**src/rtl/bin2bcd_pkg.sv**
```systemverilog
// Shared state encoding, digit constants and small constant helpers for the
// binary-to-BCD conversion sequencer.
package bin2bcd_pkg;

    typedef enum logic [1:0] {
        IDLE,
        ISSUE,
        WAIT,
        FINISH
    } seq_state_t;

    localparam int DIGIT_W = 4;
    localparam logic [DIGIT_W-1:0] BCD_NINE = 4'd9;

    function automatic int idx_width(input int n);
        return (n > 1) ? $clog2(n) : 1;
    endfunction

    function automatic longint pow10(input int n);
        longint p;
        p = 1;
        for (int i = 0; i < n; i++) begin
            p = p * 10;
        end
        return p;
    endfunction

    // Digit-index width for the default four-digit display.
    localparam int DIGIT_IDX_W = idx_width(4);

endpackage

```
**src/rtl/bin2bcd_sequencer.sv**
```systemverilog
// Converts a binary value to packed BCD by issuing one divide-by-10 per digit on an
// external shared divider. Optional LEADING_ZERO_BLANK_EN adds the blank[] output.
module bin2bcd_sequencer
    import bin2bcd_pkg::*;
#(
    parameter int DIGITS = 4,
    parameter int W      = 14
) (
    input  logic                      clk,
    input  logic                      reset,
    input  logic                      start,
    input  logic [W-1:0]              value,
    output logic                      busy,
    output logic                      done,
    output logic [DIGIT_W*DIGITS-1:0] bcd,
    output logic                      overflow,
    output logic                      div_start,
    output logic [W-1:0]              div_dividend,
    input  logic [W-5:0]              div_quotient,
    input  logic [W-1:0]              div_remainder,
    input  logic                      div_done
`ifdef LEADING_ZERO_BLANK_EN
    ,
    output logic [DIGITS-1:0]         blank
`endif
);

    localparam int BCD_W = DIGIT_W * DIGITS;
    localparam int IDX_W = idx_width(DIGITS);
    localparam logic [IDX_W-1:0] LAST_IDX = IDX_W'(DIGITS - 1);
    localparam logic [63:0] MAX_VALUE = 64'(pow10(DIGITS) - 1);

    seq_state_t        state_q, state_d;
    logic [IDX_W-1:0]  idx_q, idx_d;
    logic [W-1:0]      dividend_q, dividend_d;
    logic [BCD_W-1:0]  digits_q, digits_d;
    logic [BCD_W-1:0]  bcd_q, bcd_d;
    logic              ovf_q, ovf_d;
    logic              range_ovf_q, range_ovf_d;
    logic              arm_q;
    logic [BCD_W-1:0]  digits_cap;
    logic [BCD_W-1:0]  nines;
    logic              capture;
    logic              last_capture;
    logic              final_ovf;
    logic              unused_rem;

    assign unused_rem = ^div_remainder[W-1:DIGIT_W];

    generate
        for (genvar gi = 0; gi < DIGITS; gi++) begin : g_nines
            assign nines[gi*DIGIT_W +: DIGIT_W] = BCD_NINE;
        end
    endgenerate

    always_comb begin
        digits_cap = digits_q;
        digits_cap[int'(idx_q)*DIGIT_W +: DIGIT_W] = div_remainder[DIGIT_W-1:0];
    end

    // The quotient bus is narrower than the dividend, so the first quotient of an
    // out-of-range value can wrap; the range check on the latched value covers that.
    assign final_ovf    = range_ovf_q | (|div_quotient);
    assign capture      = (state_q == WAIT) && arm_q && div_done;
    assign last_capture = capture && (idx_q == LAST_IDX);

    always_comb begin
        state_d     = state_q;
        idx_d       = idx_q;
        dividend_d  = dividend_q;
        digits_d    = digits_q;
        range_ovf_d = range_ovf_q;
        bcd_d       = bcd_q;
        ovf_d       = ovf_q;
        case (state_q)
            IDLE: begin
                if (start) begin
                    dividend_d  = value;
                    digits_d    = '0;
                    idx_d       = '0;
                    range_ovf_d = 64'(value) > MAX_VALUE;
                    state_d     = ISSUE;
                end
            end
            ISSUE: state_d = WAIT;
            WAIT: begin
                if (capture) begin
                    digits_d   = digits_cap;
                    dividend_d = {{DIGIT_W{1'b0}}, div_quotient};
                    if (idx_q == LAST_IDX) begin
                        bcd_d   = final_ovf ? nines : digits_cap;
                        ovf_d   = final_ovf;
                        state_d = FINISH;
                    end else begin
                        idx_d   = idx_q + 1'b1;
                        state_d = ISSUE;
                    end
                end
            end
            FINISH:  state_d = IDLE;
            default: state_d = IDLE;
        endcase
    end

    // arm_q masks the first WAIT cycle, when div_done may still be stale.
    always_ff @(posedge clk) begin
        if (reset) begin
            state_q     <= IDLE;
            idx_q       <= '0;
            dividend_q  <= '0;
            digits_q    <= '0;
            range_ovf_q <= 1'b0;
            bcd_q       <= '0;
            ovf_q       <= 1'b0;
            arm_q       <= 1'b0;
        end else begin
            state_q     <= state_d;
            idx_q       <= idx_d;
            dividend_q  <= dividend_d;
            digits_q    <= digits_d;
            range_ovf_q <= range_ovf_d;
            bcd_q       <= bcd_d;
            ovf_q       <= ovf_d;
            arm_q       <= (state_q == WAIT);
        end
    end

    assign busy         = (state_q != IDLE);
    assign done         = (state_q == FINISH);
    assign div_start    = (state_q == ISSUE);
    assign div_dividend = dividend_q;
    assign bcd          = bcd_q;
    assign overflow     = ovf_q;

`ifdef LEADING_ZERO_BLANK_EN
    logic [DIGITS-1:0] blank_q, blank_d, blank_cap;

    generate
        for (genvar gi = 0; gi < DIGITS; gi++) begin : g_blank
            if (gi == 0) begin : g_ones
                assign blank_cap[gi] = 1'b0;
            end else begin : g_upper
                assign blank_cap[gi] = ~|digits_cap[BCD_W-1:gi*DIGIT_W];
            end
        end
    endgenerate

    assign blank_d = last_capture ? (final_ovf ? '0 : blank_cap) : blank_q;

    always_ff @(posedge clk) begin
        if (reset) begin
            blank_q <= '0;
        end else begin
            blank_q <= blank_d;
        end
    end

    assign blank = blank_q;
`endif

endmodule

```
**config.mk**
```make
export PLATFORM = sky130hd
export DESIGN_NAME = bin2bcd_sequencer
export DESIGN_NICKNAME = d
export VERILOG_FILES = /design/src/rtl/bin2bcd_pkg.sv /design/src/rtl/bin2bcd_sequencer.sv
export SDC_FILE = /design/constraint.sdc
export NUM_CORES = 1
export LEC_CHECK = 0
export CAP_MARGIN = 20
export CELL_PAD_IN_SITES_DETAIL_PLACEMENT = 0
export CELL_PAD_IN_SITES_GLOBAL_PLACEMENT = 1
export CORE_MARGIN = 8
export CORE_UTILIZATION = 34
export CTS_BUF_LIST = sky130_fd_sc_hd__clkbuf_4 sky130_fd_sc_hd__clkbuf_8
export DETAILED_ROUTE_END_ITERATION = 10
export PLACE_DENSITY_LB_ADDON = 0.15
export SETUP_SLACK_MARGIN = 0.1
export SLEW_MARGIN = 0
export SYNTH_ARGS = -nofsm -noshare
export SYNTH_HDL_FRONTEND = slang
export SYNTH_SLANG_ARGS = --single-unit
```
**constraint.sdc**
```tcl
create_clock -name clk -period 2.5 [get_ports clk]
set_clock_uncertainty 0.15 [all_clocks]
set_input_delay 0.375 -clock clk [delete_from_list [all_inputs] [get_ports clk]]
set_output_delay 0.375 -clock clk [all_outputs]
set_load 0.02 [all_outputs]
```
Word level (Yosys, flattened, before mapping)
Index checks and enable logic that the tools add are counted.
{"block": "op_classes", "n_mux": 16, "eq_ne": 7, "add_sub_neg": 2, "reduce_logical": 11, "div_mod_pow": 0, "n_shift": 2, "n_bitwise": 1, "order_cmp": 1, "n_mul": 0}
{"cell": "16-bit 2-to-1 mux", "n": 3}
{"cell": "4-bit negator with 33-bit output", "n": 1}
{"cell": "4-bit by 33-bit variable shift with 16-bit output (first input constant)", "n": 1}
{"cell": "4-bit by 33-bit variable part select with 16-bit output", "n": 1}
{"cell": "16-bit case mux with 2 select lines", "n": 1}
{"cell": "14-bit 2-to-1 mux", "n": 2}
{"cell": "14-bit case mux with 2 select lines", "n": 1}
{"cell": "16-bit bitwise mux", "n": 1}
{"cell": "14-bit > comparator (second input constant)", "n": 1}
{"cell": "2-bit 2-to-1 mux", "n": 6}
{"cell": "10-bit OR reduction", "n": 1}
{"cell": "2-bit case mux with 4 select lines", "n": 1}
{"cell": "2-bit == test (second input constant)", "n": 3}
{"cell": "2-bit != test (second input constant)", "n": 3}
{"cell": "3-bit AND reduction", "n": 2}
{"cell": "2-bit case mux with 2 select lines", "n": 1}
{"cell": "2-bit AND reduction", "n": 2}
{"cell": "4-bit AND reduction", "n": 1}
{"cell": "2-bit nonzero test", "n": 2}
{"cell": "2-bit by 1-bit adder with 2-bit output (second input constant)", "n": 1}
{"cell": "2-bit by 1-bit == test with 1-bit output (second input constant)", "n": 1}
{"cell": "1-bit logical AND", "n": 2}
{"cell": "2-bit logical NOT", "n": 1}
{"cell": "1-bit bitwise OR", "n": 1}
{"block": "totals", "latchBits": 0, "inputBits": 42, "wordCells": 48, "mem_bits_rw": 0, "ff_bits": 53, "mem_count": 0, "romBits": 0, "output_inout_bits": 34}

Logic depth before layout (Yosys ltp)
{"block": "depth", "ltp_word": 5, "ltp_mapped": 6}

Worst setup path before layout
OpenSTA, ideal clock, no wires.
{"block": "synth_timing", "path_kind": "reg-to-reg", "startpoint": "register idx_q[0]", "endpoint": "register bcd_q[1], in the netlist bcd[1]", "setup_time_ns": 0.070, "stages_incl_launch_ff": 7, "t_arrival_ns": 1.993, "synth_period_minus_slack_ns": 2.213, "slack_ns": 0.287, "t_required_ns": 2.280, "cell_sequence": "dfxtp_1 -> inv_1 -> ha_1 -> nor4bb_1 -> a21oi_1 -> or3_1 -> a21oi_1"}
{"block": "synth_between", "elab_chain_len": 4, "word_cells_on_any_way": 7, "classes_between": "add/sub (1); eq/ne (1); shift (2); mux (2); reduce/logical (1)"}
{"item": "from (decl)", "line_no": "bin2bcd_sequencer.sv:34", "source": "logic [IDX_W-1:0] idx_q, idx_d;"}
{"item": "from (signal assigned)", "line_no": "bin2bcd_sequencer.sv:118", "source": "idx_q <= idx_d;"}
{"item": "4-bit negator with 33-bit output", "line_no": "bin2bcd_sequencer.sv:58", "source": "digits_cap[int'(idx_q)*DIGIT_W +: DIGIT_W] = div_remainder[DIGIT_W-1:0];"}
{"item": "4-bit by 33-bit variable part select with 16-bit output / 4-bit by 33-bit variable shift with 16-bit output (equally long branches)", "line_no": "bin2bcd_sequencer.sv:58"}
{"item": "16-bit bitwise mux", "line_no": "bin2bcd_sequencer.sv:58"}
{"item": "16-bit 2-to-1 mux", "line_no": "bin2bcd_sequencer.sv:91", "source": "bcd_d = final_ovf ? nines : digits_cap;"}
{"item": "to (signal assigned)", "line_no": "bin2bcd_sequencer.sv:113", "source": "bcd_q <= '0;"}
{"item": "to (signal assigned)", "line_no": "bin2bcd_sequencer.sv:122", "source": "bcd_q <= bcd_d;"}
{"item": "to (decl)", "line_no": "bin2bcd_sequencer.sv:37", "source": "logic [BCD_W-1:0] bcd_q, bcd_d;"}
Several ways; a longest one is shown, not always the timed one.
A chain may end at the register's enable or synchronous reset.

Worst setup path after layout
{"block": "layout_timing", "startpoint": "register idx_q[0]", "endpoint": "register bcd_q[2], in the netlist bcd[2]"}
The elaborated chain is that of the path after synthesis.

==> out/qor.yml <==
run_status:
  status: "finished clean"
clock_tree:
  numCtsBuffers: 5
  root_buffer: "clkbuf_8"
  clk_latency_ns: 0.31
  cts_setup_buffers: 0
  clk_pin_slew_worst_paths_ns: 0.10
  clock-sinks: 53
  cts_tree: "built"
  cts_buffer_depth: 2
  htreeDepth: 2
layout:
  finalNetCount: 369
  layout.cells.non_filler: 399
  syn_to_final_growth_pct: 38.0
  nFillCells: 640
  antenna_cells: 0
  drive_above_1_share_pct: 7.76
yosys:
  yosysWarnings: 0
  ys_seq_elements: 53
  synth_ff_type: "dfxtp_1"
  async_flop_share_pct: 0
  syn_inst: 250
  synth_top_area_share_pct: 46.9
  synth_edf_count: 0
  syn_area_um2: 2260
  synth_area_leaders: "dfxtp_1 47%, nor2_1 6.1%, nand2_1 4.5%, a311oi_1 4.3%, o2bb2ai_1 4.3%"
  yosysSeqAreaShare_pct: 46.9
  synthesis.nets: 298
  synth.distinct_cells: 41
  synth.avg_cell_area_um2: 9.05
  synth_top_cell_by_area: "dfxtp_1"
critical_path:
  endpoint_kind: "flop"
  reg2reg_depth: 7
  crit_type: "reg2reg"
  worst_r2r_endpoint: "bcd[2]"
  crit_chain: "inv_1 -> ha_1 -> nor4bb_1 -> buf_4 -> a21oi_1 -> or3_1 -> a21oi_1"
  arrival_ns: 2.27
  path_delay_family: "simple AND/OR/NAND/NOR gates"
  timing.rr.start: "idx_q[0]"
  cp_slowest_cell: "dfxtp_2"
  cp_max_fo: 10
  crit_top_cell: "a21oi_1"
  max_stage_delay_ns: 0.43
  crit_buf_inv: 2
  cp.required_ns: 2.60
  cp-start-kind: "flop"
  r2r_slack_ns: 0.32
detailed_routing:
  dr.pass1.iters: 4
  wire_per_inst_um: 15.7
  drc: 0
  viasPerCell: 5.10
  drtIter0Drc: 65
  vias: 2036
  ant_nets: 0
  wl_um: 6260
place:
  place_congestion: 0.800
  dp.cells: 391
  dp_hpwl_um: 4680
  io_buffers: 65
power_and_ir_drop:
  sw_frac_of_total_pct: 26.0
  switchingPower_mw: 0.420
  p_leak_nw: 1.12
  p_comb_share_pct: 15.1
  powerDensity_nw_per_um2: 518
  p_int_mw: 1.20
  p_clk_share_pct: 30.1
  peakVddDrop_v: 0.000295
  pwr-share-seq_pct: 54.7
timing:
  worst_pin_slew_ns: 0.476
  setup_viol: 0
  post-route-period-util_pct: 87.0
  finalHoldViolations: 0
  fin_crit_ns: 2.18
  tns_ns: 0
  slew_violations: 0
  relSlewSlack_pct: 68.0
  max_freq_ghz: 0.460
  rsz0062_at_grt: "no"
global_route:
  grt_usage_pct: 12.8
  antenna_found_initial: 0
  grt_pass1_wl_um: 10200
  grt_overflow: 0
  grt_pass1_vias: 2063
  grt_max_degree: 21
floorplanning:
  row_count: 29
  start_util_pct: 35.4
  io_pins: 76
  die_h_um: 97.6
  dieArea_um2: 9520
  die_w_um: 97.6
  coreArea_um2: 6390
min_path:
  min_to: "bcd[1]"
  hold_class: "reg2reg"
  hold_path.startpoint: "bcd[1]"
  hold_path_depth: 2
job:
  cap_violations: 0
[metal layers]
layer  part of all wire (%)  global-route usage, %
met2                     43                   18.8
met1                     49                   16.9
met3                    5.4                   3.70
met4                    2.4                   5.36
met5                      0                      0
[worst max-delay path by stage]
stage	start	to	depth (start not counted)
after detailed placement	div_quotient[9]	bcd[1]	5
after floorplan	idx_q[0]	bcd[1]	6
after CTS	idx_q[0]	bcd[1]	7
final	idx_q[0]	bcd[2]	7
after global routing	idx_q[0]	bcd[1]	7
after global placement	div_quotient[9]	bcd[1]	5
[through the flow]
| step | power, mW | instance area [µm²] | util (%) | setup WS [ns] | hold slack, ns |
|---|---|---|---|---|---|
| floorplan | 1.02 | 2260 | - | 0.287 | 0.275 |
| global placement | 1.15 | 3040 | 47.6 | 0.0239 | 0.287 |
| detailed placement | 1.15 | 3040 | 47.6 | 0.0143 | 0.295 |
| CTS | 1.63 | 3120 | 48.9 | 0.191 | 0.315 |
| global route | 1.68 | 3120 | 48.9 | 0.156 | 0.336 |
| finish | 1.62 | 3120 | 48.9 | 0.325 | 0.308 |
[logic make-up (layout without fill, tap and decap cells)]
kind of cell / after synthesis / in the layout / synth area share (%)
flops: 53 / 53 / 46.9
compound gates: 70 / 70 / 23.9
buf+inv: 21 / 93 / 3.81
simple gates: 100 / 100 / 22.1
fa+ha+maj: 6 / 6 / 3.32
[cell usage in the layout (no fill, tap or decap), types with 9 or more instances in the layout]
master	count
a21oi_1	12
a22o_1	9
a22oi_1	11
a311oi_1	11
buf_4	10
clkdlybuf4s50_1	65
dfxtp_1	52
inv_1	10
nand2_1	27
nor2_1	37
o2bb2ai_1	11
[flip-flops by register name, indices dropped and copies added, names as in the netlist]
register      flops
arm_q             1
idx_q             2
range_ovf_q       1
state_q           2
div_dividend     14
digits_q         16
bcd              16
overflow          1
[layout make-up]
type / count / area (µm²) / area share, %
multi-input cells: 176 / 1120 / 35.7
flip-flops and latches: 53 / 1060 / 34.0
repair buffers: 75 / 726 / 23.2
well taps: 77 / 96.3 / 3.08
clock buffers: 6 / 76.3 / 2.44
inverters: 10 / 37.5 / 1.20
clock inverters: 2 / 10.0 / 0.320
[power groups by stage]
stage | Combinational (mW) | Sequential [mW] | Clock [mW]
5_1_grt | 0.263 | 0.889 | 0.532
6_report | 0.245 | 0.885 | 0.487
2_1_floorplan | 0.0871 | 0.929 | 0
4_1_cts | 0.247 | 0.886 | 0.501
3_5_place_dp | 0.246 | 0.905 | 0
3_3_place_gp | 0.245 | 0.905 | 0
[cells in the mapped netlist (3+ instances only)]
master	instances
nand2_1	27
a22oi_1	11
a21oi_1	12
or3_1	4
a211oi_1	8
nor2b_1	7
o2bb2ai_1	11
ha_1	6
nor2_1	37
clkbuf_1	7
nor4_1	3
a22o_1	9
dfxtp_1	53
inv_1	10
a311oi_1	11
[worst register-to-register path: stages (launching register included)]
cell and delay (ns):
dfxtp_2 0.43, inv_1 0.12, ha_1 0.38, nor4bb_1 0.28, buf_4 0.18, a21oi_1 0.08, or3_1 0.37, a21oi_1 0.13
[timing repair]
item                                    in CTS  in global routing
resized for setup                            0                  1
hold buffers                                 0                  0
endpoints found under the setup margin       0                  2
hold endpoints to repair                     0                  0
Note: power is estimated with default switching activity, not from simulation.
